==> src/rtl/console_blit_ctrl_pkg.sv <==
// Shared constants, register map and FSM state encoding for the console blitter.
// The char RAM is 80x30 cells; each cell is {attr[15:8], code[7:0]}.
package quasi_console_pkg;

    localparam int unsigned COLS   = 80;
    localparam int unsigned ROWS   = 30;
    localparam int unsigned CELLS  = 2400;
    localparam int unsigned ADDR_W = 12;
    localparam int unsigned DATA_W = 16;

    localparam logic [ADDR_W-1:0] LAST_CELL  = 12'd2399;
    localparam logic [ADDR_W-1:0] ROW_LAST   = 12'd79;
    localparam logic [4:0]        ROWS_L     = 5'd30;
    localparam logic [DATA_W-1:0] FILL_RESET = 16'h0F20;

    localparam logic [1:0] OP_NOP     = 2'b00;
    localparam logic [1:0] OP_CLEAR   = 2'b01;
    localparam logic [1:0] OP_SCROLL  = 2'b10;
    localparam logic [1:0] OP_FILLROW = 2'b11;

    localparam logic [2:0] REG_CMD    = 3'd0;
    localparam logic [2:0] REG_FILL   = 3'd1;
    localparam logic [2:0] REG_STATUS = 3'd2;

    typedef enum logic [2:0] {
        ST_IDLE,
        ST_COPY_RD,
        ST_COPY_WR,
        ST_FILL,
        ST_DONE
    } state_t;

    // row*80 computed as row*64 + row*16
    function automatic logic [ADDR_W-1:0] row_base(input logic [4:0] r);
        return {1'b0, r, 6'b0} + {3'b0, r, 4'b0};
    endfunction

endpackage

==> src/rtl/console_blit_ctrl_wbuf.sv <==
// One-entry buffer holding a pending CPU cell write until the RAM port is free.
module console_wbuf
    import quasi_console_pkg::*;
(
    input  logic              clk,
    input  logic              rst_n,
    input  logic              push_i,
    input  logic              pop_i,
    input  logic [ADDR_W-1:0] addr_i,
    input  logic [DATA_W-1:0] data_i,
    output logic              valid_o,
    output logic [ADDR_W-1:0] addr_o,
    output logic [DATA_W-1:0] data_o,
    output logic              full_o
);

    logic              valid_q, valid_d;
    logic [ADDR_W-1:0] addr_q, addr_d;
    logic [DATA_W-1:0] data_q, data_d;

    always_comb begin
        valid_d = valid_q;
        addr_d  = addr_q;
        data_d  = data_q;
        if (push_i) begin
            valid_d = 1'b1;
            addr_d  = addr_i;
            data_d  = data_i;
        end else if (pop_i) begin
            valid_d = 1'b0;
        end
    end

    always_ff @(posedge clk or negedge rst_n) begin
        if (!rst_n) begin
            valid_q <= 1'b0;
            addr_q  <= '0;
            data_q  <= '0;
        end else begin
            valid_q <= valid_d;
            addr_q  <= addr_d;
            data_q  <= data_d;
        end
    end

    assign valid_o = valid_q;
    assign addr_o  = addr_q;
    assign data_o  = data_q;
    assign full_o  = valid_q;

endmodule

==> src/rtl/console_blit_ctrl.sv <==
// Text-console blit engine: CLEAR / SCROLL / FILLROW over an 80x30 char RAM,
// sharing the RAM write port with buffered CPU direct cell writes.
module console_blit_ctrl
    import quasi_console_pkg::*;
(
    input  logic        clk,
    input  logic        rst_n,
    input  logic [31:0] a,
    input  logic [31:0] d,
    input  logic        we,
    output logic [31:0] spo,
    input  logic [11:0] char_a,
    input  logic [15:0] char_d,
    input  logic        char_we,
    output logic [11:0] ram_wa,
    output logic [15:0] ram_wd,
    output logic        ram_we,
    output logic [11:0] ram_ra,
    input  logic [15:0] ram_rd,
    output logic        busy,
    output logic        done
);

    state_t      state_q, state_d;
    logic [11:0] src_q, src_d;
    logic [11:0] dst_q, dst_d;
    logic [11:0] last_q, last_d;
    logic [15:0] fill_q, fill_d;
    logic        ovf_q, ovf_d;
    logic        cmd_err_q, cmd_err_d;
    logic [31:0] spo_q, spo_d;

    logic        wb_valid, wb_full, wb_push, wb_pop;
    logic [11:0] wb_addr;
    logic [15:0] wb_data;
    logic        grant;

    logic [2:0]  reg_sel;
    logic [1:0]  cmd_op;
    logic [4:0]  cmd_n;
    logic        cmd_wr, cmd_accept, sts_wr, engine_busy;

    logic unused_bits;
    assign unused_bits = ^{a[31:5], a[1:0], d[31:16]};

    assign reg_sel     = a[4:2];
    assign cmd_op      = d[1:0];
    assign cmd_n       = d[12:8];
    assign cmd_wr      = we && (reg_sel == REG_CMD);
    assign sts_wr      = we && (reg_sel == REG_STATUS);
    assign engine_busy = (state_q == ST_COPY_RD) || (state_q == ST_COPY_WR) ||
                         (state_q == ST_FILL);
    assign cmd_accept  = cmd_wr && !engine_busy;

    // CPU writes win the port everywhere except COPY_WR, whose read data is only valid now
    assign grant   = wb_valid && (state_q != ST_COPY_WR);
    assign wb_pop  = grant;
    assign wb_push = char_we && (!wb_full || wb_pop);

    console_wbuf u_wbuf (
        .clk     (clk),
        .rst_n   (rst_n),
        .push_i  (wb_push),
        .pop_i   (wb_pop),
        .addr_i  (char_a),
        .data_i  (char_d),
        .valid_o (wb_valid),
        .addr_o  (wb_addr),
        .data_o  (wb_data),
        .full_o  (wb_full)
    );

    always_comb begin
        state_d = state_q;
        src_d   = src_q;
        dst_d   = dst_q;
        last_d  = last_q;
        ram_we  = 1'b0;
        ram_wa  = '0;
        ram_wd  = '0;
        ram_ra  = '0;

        if (grant) begin
            ram_we = 1'b1;
            ram_wa = wb_addr;
            ram_wd = wb_data;
        end

        unique case (state_q)
            ST_IDLE, ST_DONE: begin
                state_d = ST_IDLE;
                if (cmd_accept) begin
                    case (cmd_op)
                        OP_CLEAR: begin
                            dst_d   = '0;
                            last_d  = LAST_CELL;
                            state_d = ST_FILL;
                        end
                        OP_SCROLL: begin
                            if (cmd_n == 5'd0) begin
                                state_d = ST_DONE;
                            end else if (cmd_n >= ROWS_L) begin
                                dst_d   = '0;
                                last_d  = LAST_CELL;
                                state_d = ST_FILL;
                            end else begin
                                src_d   = row_base(cmd_n);
                                dst_d   = '0;
                                last_d  = LAST_CELL;
                                state_d = ST_COPY_RD;
                            end
                        end
                        OP_FILLROW: begin
                            if (cmd_n >= ROWS_L) begin
                                state_d = ST_DONE;
                            end else begin
                                dst_d   = row_base(cmd_n);
                                last_d  = row_base(cmd_n) + ROW_LAST;
                                state_d = ST_FILL;
                            end
                        end
                        default: ;
                    endcase
                end
            end
            ST_COPY_RD: begin
                ram_ra = src_q;
                if (!grant) state_d = ST_COPY_WR;
            end
            ST_COPY_WR: begin
                ram_we = 1'b1;
                ram_wa = dst_q;
                ram_wd = ram_rd;
                dst_d  = dst_q + 12'd1;
                src_d  = src_q + 12'd1;
                state_d = (src_q == LAST_CELL) ? ST_FILL : ST_COPY_RD;
            end
            ST_FILL: begin
                if (!grant) begin
                    ram_we = 1'b1;
                    ram_wa = dst_q;
                    ram_wd = fill_q;
                    dst_d  = dst_q + 12'd1;
                    if (dst_q == last_q) state_d = ST_DONE;
                end
            end
            default: state_d = ST_IDLE;
        endcase
    end

    always_comb begin
        fill_d    = fill_q;
        ovf_d     = ovf_q;
        cmd_err_d = cmd_err_q;
        if (we && (reg_sel == REG_FILL)) fill_d = d[15:0];
        if (sts_wr && d[1]) ovf_d = 1'b0;
        if (sts_wr && d[2]) cmd_err_d = 1'b0;
        if (char_we && wb_full && !wb_pop) ovf_d = 1'b1;
        if (cmd_wr && engine_busy) cmd_err_d = 1'b1;
        spo_d = (reg_sel == REG_STATUS) ? {29'b0, cmd_err_q, ovf_q, engine_busy} : '0;
    end

    always_ff @(posedge clk or negedge rst_n) begin
        if (!rst_n) begin
            state_q   <= ST_IDLE;
            src_q     <= '0;
            dst_q     <= '0;
            last_q    <= '0;
            fill_q    <= FILL_RESET;
            ovf_q     <= 1'b0;
            cmd_err_q <= 1'b0;
            spo_q     <= '0;
        end else begin
            state_q   <= state_d;
            src_q     <= src_d;
            dst_q     <= dst_d;
            last_q    <= last_d;
            fill_q    <= fill_d;
            ovf_q     <= ovf_d;
            cmd_err_q <= cmd_err_d;
            spo_q     <= spo_d;
        end
    end

    assign spo  = spo_q;
    assign busy = engine_busy;
    assign done = (state_q == ST_DONE);

endmodule

==> config.mk <==
export PLATFORM = sky130hd
export DESIGN_NAME = console_blit_ctrl
export DESIGN_NICKNAME = d
export VERILOG_FILES = /design/src/rtl/console_blit_ctrl_pkg.sv /design/src/rtl/console_blit_ctrl_wbuf.sv /design/src/rtl/console_blit_ctrl.sv
export SDC_FILE = /design/constraint.sdc
export NUM_CORES = 1
export LEC_CHECK = 0
export ABC_AREA = 1
export CAP_MARGIN = 20
export CORE_MARGIN = 1.5
export CORE_UTILIZATION = 46
export CTS_CLUSTER_SIZE = 25
export DETAILED_ROUTE_END_ITERATION = 6
export PLACE_DENSITY = 0.9
export SYNTH_ARGS = -nofsm -noshare
export SYNTH_HDL_FRONTEND = slang
export SYNTH_SLANG_ARGS = --single-unit
==> constraint.sdc <==
create_clock -name clk -period 1.7 [get_ports clk]
set_input_delay 0.34 -clock clk [delete_from_list [all_inputs] [get_ports clk]]
set_output_delay 0.34 -clock clk [all_outputs]
set_load 0.02 [all_outputs]
Word level (Yosys, flattened, before mapping)
Index checks and enable logic that the tools add are counted.

word-level totals
  bits in registers = 89
  output and inout bits = 75

operators by class
  $add $sub $neg = 4
  magnitude comparators = 1
  equality and inequality tests = 24
  multiplexer cells = 40
  reductions and logical operators = 31

operators with widths
  operator                                        count
  two-way mux 12 bit                              12
  case mux 12 bit (3 select lines)                3
  case mux 12 bit (2 select lines)                2
  two-way mux 16 bit                              2
  case mux 16 bit (2 select lines)                1
  adder 12 x 1 -> 12 bit (second input constant)  2
  two-way mux 3 bit                               7
  != test 2 bit (second input constant)           7
  adder 11 x 9 -> 12 bit                          1
  adder 12 x 7 -> 12 bit (second input constant)  1
  == test 12 bit                                  1
  == test 12 bit (second input constant)          1
  case mux 3 bit (4 select lines)                 1
  logical AND 1 bit                               11
  AND reduction 5 bit                             2
  == test 3 x 2 -> 1 bit (second input constant)  3
  case mux 3 bit (3 select lines)                 1
  two-way mux 1 bit                               8
  nonzero test 2 bit                              4
  == test 3 x 1 -> 1 bit (second input constant)  2
  logical NOT 3 bit                               2
  != test 3 bit (second input constant)           2
  AND reduction 6 bit                             1
  nonzero test 3 bit                              2
  other kinds (14)                                21

Logic depth before layout (Yosys ltp)
  depth in word-level cells = 7
  depth in mapped cells = 11

Modules after synthesis
A second synthesis with hierarchy kept.

unflattened totals
  cell total of the unflattened synthesis = 727
  area total of the unflattened synthesis = 5283.8 um^2

by module, submodules not included
  module             times used  cells an instance  area an instance (um^2)  sequential area each (um^2)
  console_blit_ctrl  1           603                4162.7                   1432.6
  console_wbuf       1           124                1121.1                   725.7

Worst setup path after synthesis
Ideal clock, no wire load.

  kind = reg-to-output
  start = register state_q[2]
  end = output ram_wa[0]
  data arrival time = 1576 ps
  setup slack = -216 ps
  stages on the path, launching flop included = 7
  path buffers = 1
  path through = dfrtp_1 > inv_2 > nand2_4 > nor2_1 > inv_1 > buf_2 > o21ai_0

between the ends
  word-level cells in the longest chain between the ends = 5
  elaborated cells between the ends (all ways) = 7
  classes of those cells = eq/ne: 3; mux: 3; reduce/logical: 1

RTL lines
  element                               line                      text
  start, declared                       console_blit_ctrl.sv:24   state_t state_q, state_d;
  start signal, assigned                console_blit_ctrl.sv:174  state_q <= state_d;
  != test 3 x 2 -> 1 bit                console_blit_ctrl.sv:56   assign grant = wb_valid && (state_q != ST_COPY_WR);
  logical AND 1 bit                     console_blit_ctrl.sv:56
  two-way mux 12 bit                    console_blit_ctrl.sv:83   if (grant) begin
  two-way mux 12 bit                    console_blit_ctrl.sv:139  if (!grant) begin
  case mux 12 bit (2 select lines) (*)  console_blit_ctrl.sv:89   unique case (state_q)
  end, declared                         console_blit_ctrl.sv:15   output logic [11:0] ram_wa,

Every way passes the cells marked *; elsewhere a longest branch is shown, timed or not.

Final worst setup path
  start = register state_q[0]
  end = output ram_wa[9]

The elaborated chain is that of the path after synthesis.

==> impl_metrics.json <==
{
  "clock_sinks": 86,
  "avgSynthCellArea_sq_um": 7.77,
  "yosys.area.top_type": "dfrtp_1",
  "instances_no_fill": 1043,
  "final_util": 0.713,
  "synth.area.mux_share": 0.0782,
  "overflow": 0,
  "cts.htree.levels": 3,
  "row_count": 39,
  "synth_fa_ha_area_frac": 0.0249,
  "grt.total_usage": 0.273,
  "ir_worst_vdd_uv": 929,
  "maxSlewViolCount": 0,
  "dr.pass1.iters": 7,
  "synth_cell_types": 42,
  "vias": 6146,
  "max_freq_mhz": 449,
  "critPathMaxStageDelay_ps": 480,
  "required_ps": 1360,
  "grt_max_degree": 33,
  "worstSetupStartpointType": "register",
  "drcViolationCount": 0,
  "ys.flop_type": "dfrtp_1",
  "wl_per_cell_um": 20.0,
  "critPathCaptureType": "output pin",
  "cts_root_buf": "clkbuf_16",
  "slowest_stage": "dfrtp_2",
  "finalHoldViolations": 0,
  "drtIter0Drc": 816,
  "path_clk_slew_ps": 80,
  "cts_tree": "built",
  "die_y_um": 111,
  "rsz0062_at_grt": "true",
  "crit_path_cell_trace": "nand2_1, inv_1, nor2_1, inv_2, buf_12, o21ai_1, buf_4",
  "critPathKind": "reg2out",
  "yosys.area_share.simple": 0.290,
  "clk_latency_ps": 360,
  "viasPerCell": 5.89,
  "die_area_sq_um": 12200,
  "drv_cap": 0,
  "fin_area_sq_um": 8100,
  "arrival_ps": 1890,
  "diodes": 0,
  "syn_to_final_growth_pct": 52.1,
  "first_global_vias": 5549,
  "initial_core_util": 0.469,
  "violations": "setup timing",
  "fp.dieW_um": 111,
  "async_reset_ff_frac": 1.00,
  "syn_inst": 686,
  "setup_viol": 107,
  "place_congestion": 0.944,
  "ys_ff_latch": 86,
  "p_leak_nw": 3.90,
  "synth-edff-count": 0,
  "power.density_nw_per_um2": 1490,
  "io_pins": 187,
  "dp_cells": 1008,
  "finalWorstSetupSlack_ps": -527,
  "dp_hpwl_mm": 11.4,
  "period_share": 1.31,
  "yosysTopAreaCellShare": 0.380,
  "ant_nets": 0,
  "p_total_mw": 12.1,
  "hold_slack_ps": 436,
  "nFillCells": 727,
  "cp_num_buf_inv": 4,
  "worstPathMaxFanout": 11,
  "yosys_warnings": 0,
  "min_path_type": "in2async",
  "dpl_cell_area_sq_um": 7180,
  "grt_pass1_wl_mm": 27.0,
  "numCtsBuffers": 9,
  "coreArea_sq_um": 11400,
  "final_nets": 1017,
  "io_buffers": 112,
  "antenna_found_initial": 0,
  "status": "finished, violations left",
  "synth_compound_area_frac": 0.0806,
  "netlist_top_cells_area": "dfrtp_1 (38%), nand2_1 (14%), mux2_2 (7.6%)",
  "skew_ps": 18.0,
  "multi_input_area_sq_um": 3110,
  "period_needed_ps": 2230,
  "synth-seq-area-share": 0.405,
  "clockBufferDepth": 2,
  "totalWireLength_mm": 20.9,
  "synthesis.area_sq_um": 5330,
  "drive_gt1_frac": 0.346,
  "crit_family": "buffers and inverters",
  "synth_top_family_by_area": "simple AND/OR/NAND/NOR gates",
  "seq_area_sq_um": 2160,
  "synth-xor-area-share": 0.0115
}
-- through the flow --
stage          setup TNS, ps  worst slack, ps
2_1_floorplan           -632            -63.3
3_3_place_gp          -27750             -542
3_5_place_dp          -32230             -586
4_1_cts               -10190             -377
5_1_grt               -30090             -574
6_report              -28310             -527
-- power breakdown --
group          internal, mW  switching [mW]  total [mW]
clock network          1.19           0.930        2.12
logic                  2.88            3.86        6.74
registers              2.67           0.541        3.21
total                  6.74            5.33        12.1
-- final timing paths --
check                      startpoint                to  slack [ps]  cells past startpoint
min in group clk            cmd_err_q            spo[2]         500                      2
hold reg to reg             cmd_err_q            spo[2]         500                      2
max in group asynchronous       rst_n        fill_q[10]         670                      3
setup reg to reg           state_q[1]          src_q[3]        -250                     10
hold / removal                  rst_n  u_wbuf.data_o[6]         440                      2
setup / recovery           state_q[0]         ram_wa[9]        -530                      7
-- repair_timing --
item,CTS,global route
cloned,1,2
endpoints found under the setup margin,94,105
setup buffers,2,14
pin swaps,8,25
gates resized for setup,263,116
hold buffers,1,0
hold endpoints to repair,21,0
-- registers in the layout, summed over array words and instances, names as in the netlist --
name           count
state_q            3
ovf_q              1
cmd_err_q          1
last_q             9
fill_q            16
dst_q             12
u_wbuf.data_o     16
u_wbuf.addr_o     12
src_q             12
spo                3
u_wbuf.full_o      1
-- layer usage --
layer / part of all wire / track usage
met2: 0.48 / 0.463
met1: 0.34 / 0.332
met4: 0.075 / 0.126
met3: 0.10 / 0.0571
met5: 0 / 0
-- logic make-up after synthesis --
family	count (synthesis)
adder cells (fa/ha/maj)	10
AND/OR/NAND/NOR	358
XOR/XNOR	7
buffers and inverters	113
AO/OA/AOI/OAI	74
multiplexers	37
flip-flops	86
other	1
-- synth_stat cells, types with 2 or more instances --
cell type	count
nand2_1	201
dfrtp_1	81
inv_1	63
nor2_1	60
nand3_1	55
o21ai_0	43
mux2_2	36
buf_4	30
nor3_1	14
o211ai_1	13
nand4_1	10
buf_2	9
ha_1	9
a21oi_1	7
dfstp_2	5
buf_6	4
nand2_2	4
nand2_4	4
xor2_1	4
inv_2	3
o22ai_1	3
xnor2_1	3
a22o_1	2
clkbuf_1	2
nand3_2	2
nand3b_1	2
nor2_4	2
-- cell type report --
type / count / area share
Clock inverter: 6 / 0.00834
Clock buffer: 10 / 0.0295
Sequential cell: 86 / 0.266
Tap cell: 143 / 0.0221
Inverter: 67 / 0.0338
Timing Repair Buffer: 215 / 0.256
Multi-Input combinational cell: 516 / 0.384
-- cell usage in the layout, fill, tap and decap left out, types with 3 or more instances in the layout --
master	instances
nand2_1	186
buf_4	100
dfrtp_1	80
clkdlybuf4s50_1	63
inv_1	54
nor2_1	44
mux2_2	36
nand3_1	35
conb_1	29
buf_6	27
nand3_2	19
o21ai_0	19
o21ai_1	16
nand2_2	14
nor2_2	13
o211ai_1	13
buf_12	12
nor3_1	11
clkbuf_16	11
nand4_1	10
o21ai_2	9
inv_2	8
nand2_4	8
ha_1	6
nor2_4	5
dfstp_2	5
a21oi_2	4
buf_2	4
nor3_4	3
nand3_4	3
a21oi_1	3
xnor2_1	3
inv_6	3
xor2_1	3
dlygate4sd2_1	3
(Power assumes the default switching activity.)
